--- config.mk ---
export PLATFORM = sky130hd
export DESIGN_NAME = vdec_ser_calc
export DESIGN_NICKNAME = d
export VERILOG_FILES = /design/src/rtl/vdec_pkg.sv /design/src/rtl/vdec_conv_enc.sv /design/src/rtl/vdec_ser_calc.sv
export SDC_FILE = /design/constraint.sdc
export NUM_CORES = 1
export LEC_CHECK = 0
export CORE_UTILIZATION = 35
export CTS_CLUSTER_SIZE = 24
export DETAILED_ROUTE_END_ITERATION = 10
export RECOVER_POWER = 25
export SYNTH_ARGS = -nofsm -noshare
export SYNTH_HDL_FRONTEND = slang
export SYNTH_SLANG_ARGS = --single-unit
--- constraint.sdc ---
create_clock -name clk -period 7 [get_ports clk]
set_input_delay 1.4 -clock clk [delete_from_list [all_inputs] [get_ports clk]]
set_output_delay 1.4 -clock clk [all_outputs]
set_load 0.005 [all_outputs]
--- src/rtl/vdec_pkg.sv ---
// Shared constants and FSM state type for the Viterbi symbol-error counter.
// Generator polynomials are octal with the MSB tapping the current input bit.
package vdec_pkg;

  localparam logic [8:0] G13_0 = 9'o557;
  localparam logic [8:0] G13_1 = 9'o663;
  localparam logic [8:0] G13_2 = 9'o711;
  localparam logic [8:0] G12_0 = 9'o561;
  localparam logic [8:0] G12_1 = 9'o753;

  typedef enum logic [1:0] {
    ST_IDLE  = 2'd0,
    ST_RUN   = 2'd1,
    ST_DRAIN = 2'd2
  } state_t;

endpackage

--- src/rtl/vdec_conv_enc.sv ---
// K=9 convolutional encoder: 8-bit history plus the current bit, one parity
// output per generator packed in GENS (generator 0 in the low 9 bits).
module vdec_conv_enc
  import vdec_pkg::*;
#(
  parameter int unsigned           N_GEN = 2,
  parameter logic [9*N_GEN-1:0]    GENS  = {G12_1, G12_0}
) (
  input  logic             clk,
  input  logic             rst,
  input  logic             clr,
  input  logic             shift,
  input  logic             din,
  output logic [N_GEN-1:0] code
);

  // sr[7] is the most recent past bit, sr[0] the oldest
  logic [7:0] sr;

  always_ff @(posedge clk or posedge rst) begin
    if (rst) begin
      sr <= '0;
    end else if (clr) begin
      sr <= '0;
    end else if (shift) begin
      sr <= {din, sr[7:1]};
    end
  end

  always_comb begin
    code = '0;
    for (int unsigned g = 0; g < N_GEN; g++) begin
      code[g] = ^(GENS[g*9 +: 9] & {din, sr});
    end
  end

endmodule

--- src/rtl/vdec_ser_calc.sv ---
// Symbol-error counter: re-encodes decoded bits (optionally XOR UE-mask code),
// compares against hard decisions of buffered soft symbols, counts mismatches.
module vdec_ser_calc
  import vdec_pkg::*;
#(
  parameter int unsigned MAX_BITS     = 32,
  parameter int unsigned SOFT_W       = 6,
  parameter int unsigned SYM_PER_WORD = 4,
  parameter int unsigned ADDR_W       = 9,
  parameter int unsigned ACC_W        = 8,
  parameter int unsigned MASK_W       = 16,
  parameter int unsigned IDX_W        = 7
) (
  input  logic                             clk,
  input  logic                             rst,
  input  logic                             start,
  input  logic                             abort,
  output logic                             busy,
  output logic                             done,
  input  logic                             rate_sel,
  input  logic [$clog2(MAX_BITS+1)-1:0]    n_bits,
  input  logic [MAX_BITS-1:0]              dec_bits,
  input  logic                             mask_en,
  input  logic [MASK_W-1:0]                ue_mask,
  input  logic [ADDR_W-1:0]                base_addr,
  output logic                             rd_req,
  output logic [ADDR_W-1:0]                rd_addr,
  input  logic                             rd_ack,
  input  logic [SYM_PER_WORD*SOFT_W-1:0]   rd_data,
  output logic [IDX_W-1:0]                 punc_idx,
  input  logic                             punc,
  output logic [ACC_W-1:0]                 ser_acc,
  output logic [ACC_W-1:0]                 sym_cnt
);

  localparam int unsigned SI_W = (SYM_PER_WORD > 1) ? $clog2(SYM_PER_WORD) : 1;
  localparam int unsigned BI_W = (MAX_BITS > 1) ? $clog2(MAX_BITS) : 1;
  localparam int unsigned MI_W = (MASK_W > 1) ? $clog2(MASK_W) : 1;
  localparam logic [ACC_W-1:0] ACC_MAX = '1;

  state_t                  state;
  logic [IDX_W-1:0]        k;
  logic [IDX_W-1:0]        last_k;
  logic [1:0]              phase;
  logic [BI_W-1:0]         bit_idx;
  logic [1:0]              buf_cnt;
  logic                    head;
  logic [SI_W-1:0]         sym_idx;
  // Only the hard decisions of each word are kept; the soft LSBs are not needed
  logic [SYM_PER_WORD-1:0] hard_q [2];
  logic [SYM_PER_WORD-1:0] hard_in;
  logic                    soft_unused;

  logic [4:0]              info_code;
  logic [1:0]              mask_code;
  logic                    info_in;
  logic                    mask_in;
  logic                    info_coded;
  logic                    mask_coded;
  logic                    coded;
  logic                    soft_msb;
  logic [IDX_W-2:0]        m_idx;

  logic                    avail;
  logic                    adv;
  logic                    cmp;
  logic                    finish;
  logic                    pop;
  logic                    push;
  logic                    issue;
  logic                    start_ok;
  logic                    last_phase;
  logic                    shift_info;
  logic                    shift_mask;
  int unsigned             len_i;
  int unsigned             buffered_i;
  int unsigned             remaining_i;

  assign punc_idx    = k;
  assign soft_unused = ^rd_data;

  always_comb begin
    hard_in = '0;
    for (int unsigned i = 0; i < SYM_PER_WORD; i++) begin
      hard_in[i] = rd_data[i*SOFT_W + SOFT_W - 1];
    end
  end

  always_comb begin
    len_i  = 32'(n_bits) * (rate_sel ? 32'd2 : 32'd3);
    last_k = IDX_W'(len_i - 32'd1);

    info_in = dec_bits[bit_idx];
    m_idx   = k[IDX_W-1:1];
    mask_in = (32'(m_idx) < MASK_W) ? ue_mask[m_idx[MI_W-1:0]] : 1'b0;

    if (rate_sel) begin
      last_phase = (phase == 2'd1);
      info_coded = phase[0] ? info_code[4] : info_code[3];
    end else begin
      last_phase = (phase == 2'd2);
      case (phase)
        2'd0:    info_coded = info_code[0];
        2'd1:    info_coded = info_code[1];
        default: info_coded = info_code[2];
      endcase
    end
    mask_coded = k[0] ? mask_code[1] : mask_code[0];
    coded      = info_coded ^ (mask_en & mask_coded);
    soft_msb   = hard_q[head][sym_idx];

    avail    = (buf_cnt != 2'd0);
    adv      = (state == ST_RUN) && !abort && (punc || avail);
    cmp      = adv && !punc;
    finish   = adv && (k == last_k);
    pop      = cmp && (sym_idx == SI_W'(SYM_PER_WORD - 1));
    push     = (state == ST_RUN) && !abort && rd_req && rd_ack;
    start_ok = (state == ST_IDLE) && !busy && start && !abort;

    // Never fetch more symbols than coded positions remain, so an unpunctured
    // block reads exactly the words it needs.
    buffered_i  = 32'(buf_cnt) * SYM_PER_WORD - 32'(sym_idx);
    remaining_i = 32'(last_k) - 32'(k) + 32'd1;
    issue = (state == ST_RUN) && !abort && !rd_req && !finish &&
            (buf_cnt != 2'd2) && (buffered_i < remaining_i);

    shift_info = adv && last_phase;
    shift_mask = adv && k[0];
  end

  vdec_conv_enc #(
    .N_GEN (5),
    .GENS  ({G12_1, G12_0, G13_2, G13_1, G13_0})
  ) u_info_enc (
    .clk   (clk),
    .rst   (rst),
    .clr   (start_ok),
    .shift (shift_info),
    .din   (info_in),
    .code  (info_code)
  );

  vdec_conv_enc #(
    .N_GEN (2),
    .GENS  ({G12_1, G12_0})
  ) u_mask_enc (
    .clk   (clk),
    .rst   (rst),
    .clr   (start_ok),
    .shift (shift_mask),
    .din   (mask_in),
    .code  (mask_code)
  );

  always_ff @(posedge clk) begin
    if (push) begin
      hard_q[head ^ buf_cnt[0]] <= hard_in;
    end
  end

  always_ff @(posedge clk or posedge rst) begin
    if (rst) begin
      state   <= ST_IDLE;
      busy    <= 1'b0;
      done    <= 1'b0;
      rd_req  <= 1'b0;
      rd_addr <= '0;
      ser_acc <= '0;
      sym_cnt <= '0;
      k       <= '0;
      phase   <= '0;
      bit_idx <= '0;
      buf_cnt <= '0;
      head    <= 1'b0;
      sym_idx <= '0;
    end else begin
      done <= 1'b0;
      if (abort) begin
        state  <= ST_IDLE;
        busy   <= 1'b0;
        rd_req <= 1'b0;
      end else begin
        case (state)
          ST_IDLE: begin
            if (done) begin
              busy <= 1'b0;
            end
            if (start_ok) begin
              state   <= ST_RUN;
              busy    <= 1'b1;
              ser_acc <= '0;
              sym_cnt <= '0;
              k       <= '0;
              phase   <= '0;
              bit_idx <= '0;
              buf_cnt <= '0;
              head    <= 1'b0;
              sym_idx <= '0;
              rd_req  <= 1'b1;
              rd_addr <= base_addr;
            end
          end

          ST_RUN: begin
            if (push) begin
              rd_req  <= 1'b0;
              rd_addr <= rd_addr + 1'b1;
            end else if (issue) begin
              rd_req <= 1'b1;
            end

            case ({push, pop})
              2'b10:   buf_cnt <= buf_cnt + 2'd1;
              2'b01:   buf_cnt <= buf_cnt - 2'd1;
              default: buf_cnt <= buf_cnt;
            endcase

            if (cmp) begin
              sym_idx <= pop ? '0 : sym_idx + 1'b1;
              if (pop) begin
                head <= ~head;
              end
              if (sym_cnt != ACC_MAX) begin
                sym_cnt <= sym_cnt + 1'b1;
              end
              if ((coded != soft_msb) && (ser_acc != ACC_MAX)) begin
                ser_acc <= ser_acc + 1'b1;
              end
            end

            if (adv) begin
              k <= k + 1'b1;
              if (last_phase) begin
                phase   <= '0;
                bit_idx <= bit_idx + 1'b1;
              end else begin
                phase <= phase + 2'd1;
              end
            end

            if (finish) begin
              state <= ST_DRAIN;
            end
          end

          ST_DRAIN: begin
            // A word landing here is dropped; the block is already fully compared
            if (!rd_req || rd_ack) begin
              rd_req <= 1'b0;
              state  <= ST_IDLE;
              done   <= 1'b1;
            end
          end

          default: begin
            state <= ST_IDLE;
          end
        endcase
      end
    end
  end

endmodule

* Yosys cells after proc, flatten, opt, wreduce, memory -nomap -nowiden *
Memory sizes are Yosys's and may differ from the RTL's.
Cells that the tools add are included.

word-level totals
  logic and storage cells = 183
  memories = 1
  memory bits (writable) = 8
  flip-flop bits (word level) = 65

operators by class
  reductions and logical operators = 51
  bitwise operators = 5
  multipliers = 1
  equality and inequality tests = 25
  multiplexer cells = 67
  $lt $le $gt $ge = 5
  $add $sub $neg = 13

memories
  memory  depth  bits a word  read ports  clocked after Yosys merged registers in  write ports  line                 RTL
  hard_q  2      4            1           0                                        1            vdec_ser_calc.sv:50  logic [SYM_PER_WORD-1:0] hard_q [2];

operators with widths
  cell                 count
  $mux 8               9
  $reduce_xor 9->1     7
  $lt 32x32->1         1
  $pmux 8 s2           2
  $mux 1               26
  $reduce_and 4->1     5
  $reduce_and 5->1     4
  $mux 2               9
  $mux 9               2
  $pmux 9 s2           1
  $logic_and 1x1->1    17
  $add 8x1->8 const B  2
  $ne 8x8->1 const B   2
  $pmux 2 s2           4
  $mux 5               3
  $mux 7               2
  $ne 2x2->1 const B   7
  $pmux 7 s2           1
  $pmux 5 s2           1
  $reduce_bool 2->1    5
  $add 8x2->9 const B  1
  $add 9x1->9 const B  1
  $ne 3x3->1 const B   3
  $eq 2x2->1 const B   4
  other kinds (34)     48

* Depth between registers and ports, before layout *
  depth in word-level cells = 13
  mapped depth = 22
  gate-level depth less buffers = 21

* Hierarchy *
A second synthesis with hierarchy kept.

second synthesis, totals
  cells, all modules = 547
  area, all modules = 5,366.4 sq um

by module, submodules not included
  module                       cells each  instances  area an instance (sq um)
  vdec_ser_calc                478         1          4,428.0
  vdec_conv_enc at u_info_enc  37          1          514.2
  vdec_conv_enc at u_mask_enc  32          1          424.2

* Worst setup path after synthesis *
No wires, ideal clock.

  kind = input-to-reg
  start = in rate_sel
  end = reg rd_req
  cell stages on the path = 20
  arrival = 5.151 ns
  setup slack = 1.763 ns
  path through = clkbuf_1 nand2b_1 ha_1 or3_1 fa_1 inv_1 ha_1 o21ai_0 nand2b_1 a21o_1 a21oi_1 nor2b_1 o21a_1 nor2_1 o21ai_0 ha_1 or4_1 a21oi_1 a21oi_1 nor3_1

between the ends
  word-level cells in the longest chain between the ends = 11
  elaborated cells between the ends (all ways) = 14
  classes of those cells = add/sub (3); mul (1); order compare (1); eq/ne (2); mux (1); reduce/logical (6)

RTL lines
  item                                                  line                  RTL
  from (decl)                                           vdec_ser_calc.sv:20   input logic rate_sel,
  $mux 1 *                                              vdec_ser_calc.sv:90   len_i = 32'(n_bits) * (rate_sel ? 32'd2 : 32'd3);
  $mul 6x2->7 *                                         vdec_ser_calc.sv:90
  $sub 7x1->7 *                                         vdec_ser_calc.sv:91   last_k = IDX_W'(len_i - 32'd1);
  branches (longest 5 deep; another with $lt 32x32->1)  -
  $logic_and 1x1->1 *                                   vdec_ser_calc.sv:125  (buf_cnt != 2'd2) && (buffered_i < remaining_i);
  $ne 4x4->1 (no source line) *                         -
  $reduce_and 4->1 (no source line) *                   -
  to (signal assigned)                                  vdec_ser_calc.sv:166  rd_req <= 1'b0;
  to (signal assigned)                                  vdec_ser_calc.sv:181  rd_req <= 1'b0;
  to (signal assigned)                                  vdec_ser_calc.sv:199  rd_req <= 1'b1;
  to (decl)                                             vdec_ser_calc.sv:26   output logic rd_req,

Every way passes the cells marked *.
A chain may end at the register's enable or synchronous reset.

* Worst setup path in the final report *
Ends and elaborated chain as after synthesis.

==> flow_summary_export.csv <==
group,metric,value,unit
status,outcome,"finished, violations left",
status,violations,"max-capacitance violations, max-slew violations",
drt,firstDrtPassIters,4,
floorplanning,dieArea,15300,um^2
sta,final.setup.tns,0,ps
drt,vias,4408,
logic_synthesis,yosysSeqAreaShare,0.359,
global_routing,first_global_vias,4304,
clock_tree,clkLatencyLatePin,340,ps
placed_design,place_congestion,0.815,
setup_path,worstPathMaxFanout,12,
floorplanning,io-pin-count,130,
sta,worst_pin_slew,3540,ps
setup_path,cp.arrival,5840,ps
min_path,worstHoldStart,"phase[1]",
finish,fin_nets,793,
sta,finalCritPeriodShare,0.797,
logic_synthesis,syn-cell-area,5190,um^2
clock_tree,clockBufferDepth,2,
power,powerDensity,301,nW/um^2
global_routing,grt_pass1_wl,20100,um
sta,relSlewSlack,-1.36,
finish,drive_gt1_frac,0.0497,
logic_synthesis,synthArstFlopShare,0.890,
min_path,hold_class,"flop to flop",
finish,layout_common_cells,"clkdlybuf4s50_1 (103), dfrtp_1 (65), nand2_1 (51)",
finish,area_growth,29.1,%
finish,fill_cells,1397,
power,ir_drop,152,uV
placed_design,port_buffers,109,
floorplanning,core,14500,um^2
setup_path,start_kind,"primary input",
clock_tree,holdBufCountCts,0,
drt,top_layer,"met4",
logic_synthesis,synth_fp_nets,689,
clock_tree,tritoncts,"built",
sta,drv_slew,66,
drt,drt-initial-drc-count,191,
clock_tree,clk_pin_slew,50,ps
sta,clock.fmax,179,MHz
sta,setup_viol,0,
clock_tree,clockRootBuffer,"clkbuf_16",
flow_run,maxCapViolations,1,
sta,skew,4.69,ps
clock_tree,cts_buffers,9,
logic_synthesis,avgSynthCellArea,9.34,um^2
clock_tree,h-tree-depth,3,
setup_path,critical_path.startpoint,"rate_sel",
setup_path,worstSetupEndpointType,"flop",
finish,final_common_cell,"clkdlybuf4s50_1",
drt,ant_nets,0,
global_routing,grt_max_degree,66,
floorplanning,rows,44,
logic_synthesis,synth-edff-count,8,
drt,wl_met1,5680,um
logic_synthesis,ys_ff_latch,73,
setup_path,cp.required,7260,ps
drt,drc,0,
global_routing,track_usage,0.169,
floorplanning,die_w,124,um
logic_synthesis,synth_ff_type,"dfrtp_1",
logic_synthesis,ys_types,59,
floorplanning,dieHeight,124,um
drt,vias_per_cell,5.20,
finish,antenna_cells,0,
sta,rsz0062_at_grt,"false",
global_routing,overflow,0,
sta,period_needed,5580,ps
placed_design,dp_hpwl,9320,um
drt,drt-total-wl,12400,um
clock_tree,cts_setup_buffers,0,
logic_synthesis,netlist_instances,556,
logic_synthesis,ys_warn_count,0,
drt,wire_per_inst,14.6,um
sta,hold_slack,513,ps
clock_tree,post_cts_resized,0,
setup_path,worstSetupPathType,"primary input to flop",
setup_path,r2r-start,"bit_idx[1]",
global_routing,antenna_found_initial,0,
power,leakage,0.00280,uW
drt,wl_met3,689,um
sta,hold_viol_final,0,
floorplanning,start_util,0.357,
clock_tree,clkSinkCount,73,
drt,wl_met2,5790,um
critical path, cell delays in order:
cell	delay, ps
clkdlybuf4s50_1	410
buf_4	190
nand2b_1	170
ha_1	270
or3_1	340
fa_1	490
inv_1	50
ha_1	330
o21ai_0	100
nand2b_1	110
a21o_1	180
a21oi_1	230
nor2b_1	80
o21a_1	170
nor2_1	140
o21ai_0	160
ha_1	210
or4_1	500
a21oi_1	130
a21oi_1	50
nor3_1	130
report_power, final:
group / leakage, uW / switching (uW) / internal, uW
logic: 0.00173 / 482 / 486
registers: 0.000942 / 128 / 507
clock network: 0.000128 / 171 / 246
total: 0.00280 / 781 / 1240
cell type report:
cell class,count,area [um^2],share of cell area
multi-input cells,423,3080,0.459
inverters,39,146,0.0218
clock buffers,12,246,0.0367
well taps,184,230,0.0343
flip-flops and latches,73,1870,0.278
clock inverters,3,17.5,0.00261
repair buffers,114,1120,0.168
cell usage after synthesis (3+ instances only):
cell type / count / area [um^2]
a21o_1: 8 / 60.1
a22o_1: 18 / 158
nand2_1: 51 / 191
o21ai_1: 5 / 25.0
a311oi_1: 4 / 35.0
a31oi_1: 3 / 18.8
dfrtp_1: 65 / 1630
xnor2_1: 42 / 368
o21ai_0: 21 / 105
nand4_1: 8 / 50.1
edfxtp_1: 8 / 240
o21a_1: 3 / 22.5
nor2b_1: 13 / 81.3
o22ai_1: 4 / 25.0
a21oi_1: 28 / 140
a22oi_1: 6 / 45.0
nor3_1: 8 / 40.0
clkbuf_1: 16 / 60.1
mux2i_1: 21 / 210
nand3_1: 24 / 120
xor2_1: 13 / 114
nand2b_1: 14 / 87.6
mux4_2: 6 / 135
and3_1: 5 / 31.3
nor2_1: 39 / 146
inv_1: 39 / 146
ha_1: 36 / 450
or3_1: 6 / 37.5
o31ai_1: 3 / 22.5
per-stage QoR:
| step | worst slack [ps] | utilization | area (um^2) | power [uW] | cells |
|---|---|---|---|---|---|
| 2_1_floorplan | 1760 | - | 5190 | 1290 | 556 |
| 6_report | 1420 | 0.462 | 6710 | 2020 | 848 |
| 3_3_place_gp | 1150 | 0.444 | 6450 | 1590 | 833 |
| 3_5_place_dp | 1080 | 0.444 | 6450 | 1620 | 833 |
| 5_1_grt | 1100 | 0.462 | 6710 | 2210 | 848 |
| 4_1_cts | 1420 | 0.462 | 6710 | 2050 | 848 |
registers in the layout, indices dropped and copies added (netlist names), 5 cells and up:
register	flops
u_info_enc.sr	8
ser_acc	8
rd_addr	9
sym_cnt	8
hard_q	8
punc_idx	7
u_mask_enc.sr	8
bit_idx	5
cells by family (layout without fill, tap and decap cells):
family / count (synthesis) / after routing / share of synthesized area
flops: 73 / 73 / 0.359
mux: 31 / 31 / 0.0780
fa+ha+maj: 38 / 38 / 0.0944
compound gates: 119 / 119 / 0.157
xor+xnor: 55 / 55 / 0.0927
buf+inv: 60 / 168 / 0.0489
simple gates: 180 / 180 / 0.170
final timing paths:
path,endpoint,slack (ps),cells past startpoint
setup / recovery,rd_req,1420,21
min in group asynchronous,sym_cnt[2],2870,3
setup reg to reg,ser_acc[0],3300,11
hold reg to reg,phase[1],510,2
hold / removal,phase[1],510,2
max in group asynchronous,ser_acc[4],2140,3
per-layer routing:
| layer | track usage | vias to the layer above |
|---|---|---|
| met5 | 0 | - |
| met4 | 0.0655 | 0 |
| met3 | 0.0343 | 16 |
| met2 | 0.280 | 105 |
| met1 | 0.216 | 2098 |
| li1 | - | 2189 |
Note: power is estimated with default switching activity, not from simulation.
==> RTL edit (same flow settings) <==
Reset style: synchronous (`rst`), changed in 2 clocked blocks.
--- a/src/rtl/vdec_conv_enc.sv
+++ b/src/rtl/vdec_conv_enc.sv
@@ -18,5 +18,5 @@
   logic [7:0] sr;
 
-  always_ff @(posedge clk or posedge rst) begin
+  always_ff @(posedge clk) begin
     if (rst) begin
       sr <= '0;
--- a/src/rtl/vdec_ser_calc.sv
+++ b/src/rtl/vdec_ser_calc.sv
@@ -159,5 +159,5 @@
   end
 
-  always_ff @(posedge clk or posedge rst) begin
+  always_ff @(posedge clk) begin
     if (rst) begin
       state   <= ST_IDLE;
Behaviour: differs if rst is asserted again (counterexample within 4 cycles, from zero or initial values and one cycle with rst high); with rst held inactive, the same outputs for 4 cycles.
==> RTL edit against the original RTL <==
  * Area after synthesis decreased by 2.7%
  * Final area decreased by 2.4%
  * Setup slack got worse by 0.080 ns
  * Critical endpoint is now rd_req
  * Routed wire length decreased by 2.2%
  * Non-clock buffer count decreased by 1
  * Hold slack got worse by 0.071 ns
  * Critical path depth decreased by 2
  * Synthesized cell count increased by 8.5%
  * Sequential cell count increased by 1
  * Core utilization increased by 0.66 points
  * Highest routed layer unchanged
Power is not compared: it rests on default switching activity, and its combinational part moved more than twofold at a synthesized area within 25%.
==> RTL edit: results <==
export IMPL_gp_congestion=0.828
export IMPL_synthTopCellsByArea="dfxtp_1 26%, ha_1 8.9%, xnor2_1 7.3%"
export IMPL_wirelength_um=12100
export IMPL_seq_area_frac_synth_pct=30.9
export IMPL_r2r_slack_ns=3.10
export IMPL_synthMuxAreaShare_pct=9.63
export IMPL_post_route_period_util_pct=80.9
export IMPL_tightest_slew_ns=1.07
export IMPL_grt_pass1_vias=4404
export IMPL_outcome="finished clean"
export IMPL_critPathSlowestCell="fa_1"
export IMPL_ys_flop_type="dfxtp_1"
export IMPL_syn_inst=603
export IMPL_r2r_end="rd_req"
export IMPL_whs_ns=0.441
export IMPL_synthArstFlopShare_pct=0
export IMPL_startpoint="n_bits[1]"
export IMPL_dpl_hpwl_um=9210
export IMPL_pre_cts_slack_ns=1.03
export IMPL_num_fill_cells=1396
export IMPL_drtIter0Drc=230
export IMPL_place_inst=866
export IMPL_hold_end="busy"
export IMPL_fin_worst_skew_ns=0.00936
export IMPL_layout_drive_gt1_share_pct=5.13
RTL edit: changes by cell type after synthesis, sizes merged, moves of 5 or more:
cell	delta
nor3	+6
a21oi	+10
dfrtp	-65
nand3	+6
nand2	+10
dfxtp	+66
nor2b	-5
a211oi	+12
nor2	+17
a22o	-18
clkbuf	+9
nand2b	-5
RTL edit: worst max-delay path by stage:
stage / end
floorplan: rd_req
CTS: rd_req
global placement: rd_req
global route: rd_req
finish: rd_req
detailed placement: rd_req
RTL edit: area by class of cell:
type	instances	area [um2]	area share (%)
Clock inverter	6	41.3	0.630
Inverter	37	139	2.12
Sequential cell	74	1560	23.8
Tap cell	180	225	3.44
Clock buffer	10	239	3.65
Multi-Input combinational cell	462	3220	49.2
Timing Repair Buffer	113	1120	17.1
RTL edit: routing by layer:
layer	up-vias	track usage (%)	share of wire, %	wire length, um
li1	2313	-	-	-
met1	2055	20.4	45	5490
met2	102	28.7	46	5590
met3	16	5.43	6.9	835
met4	0	5.26	1.6	193
met5	-	0	0	0
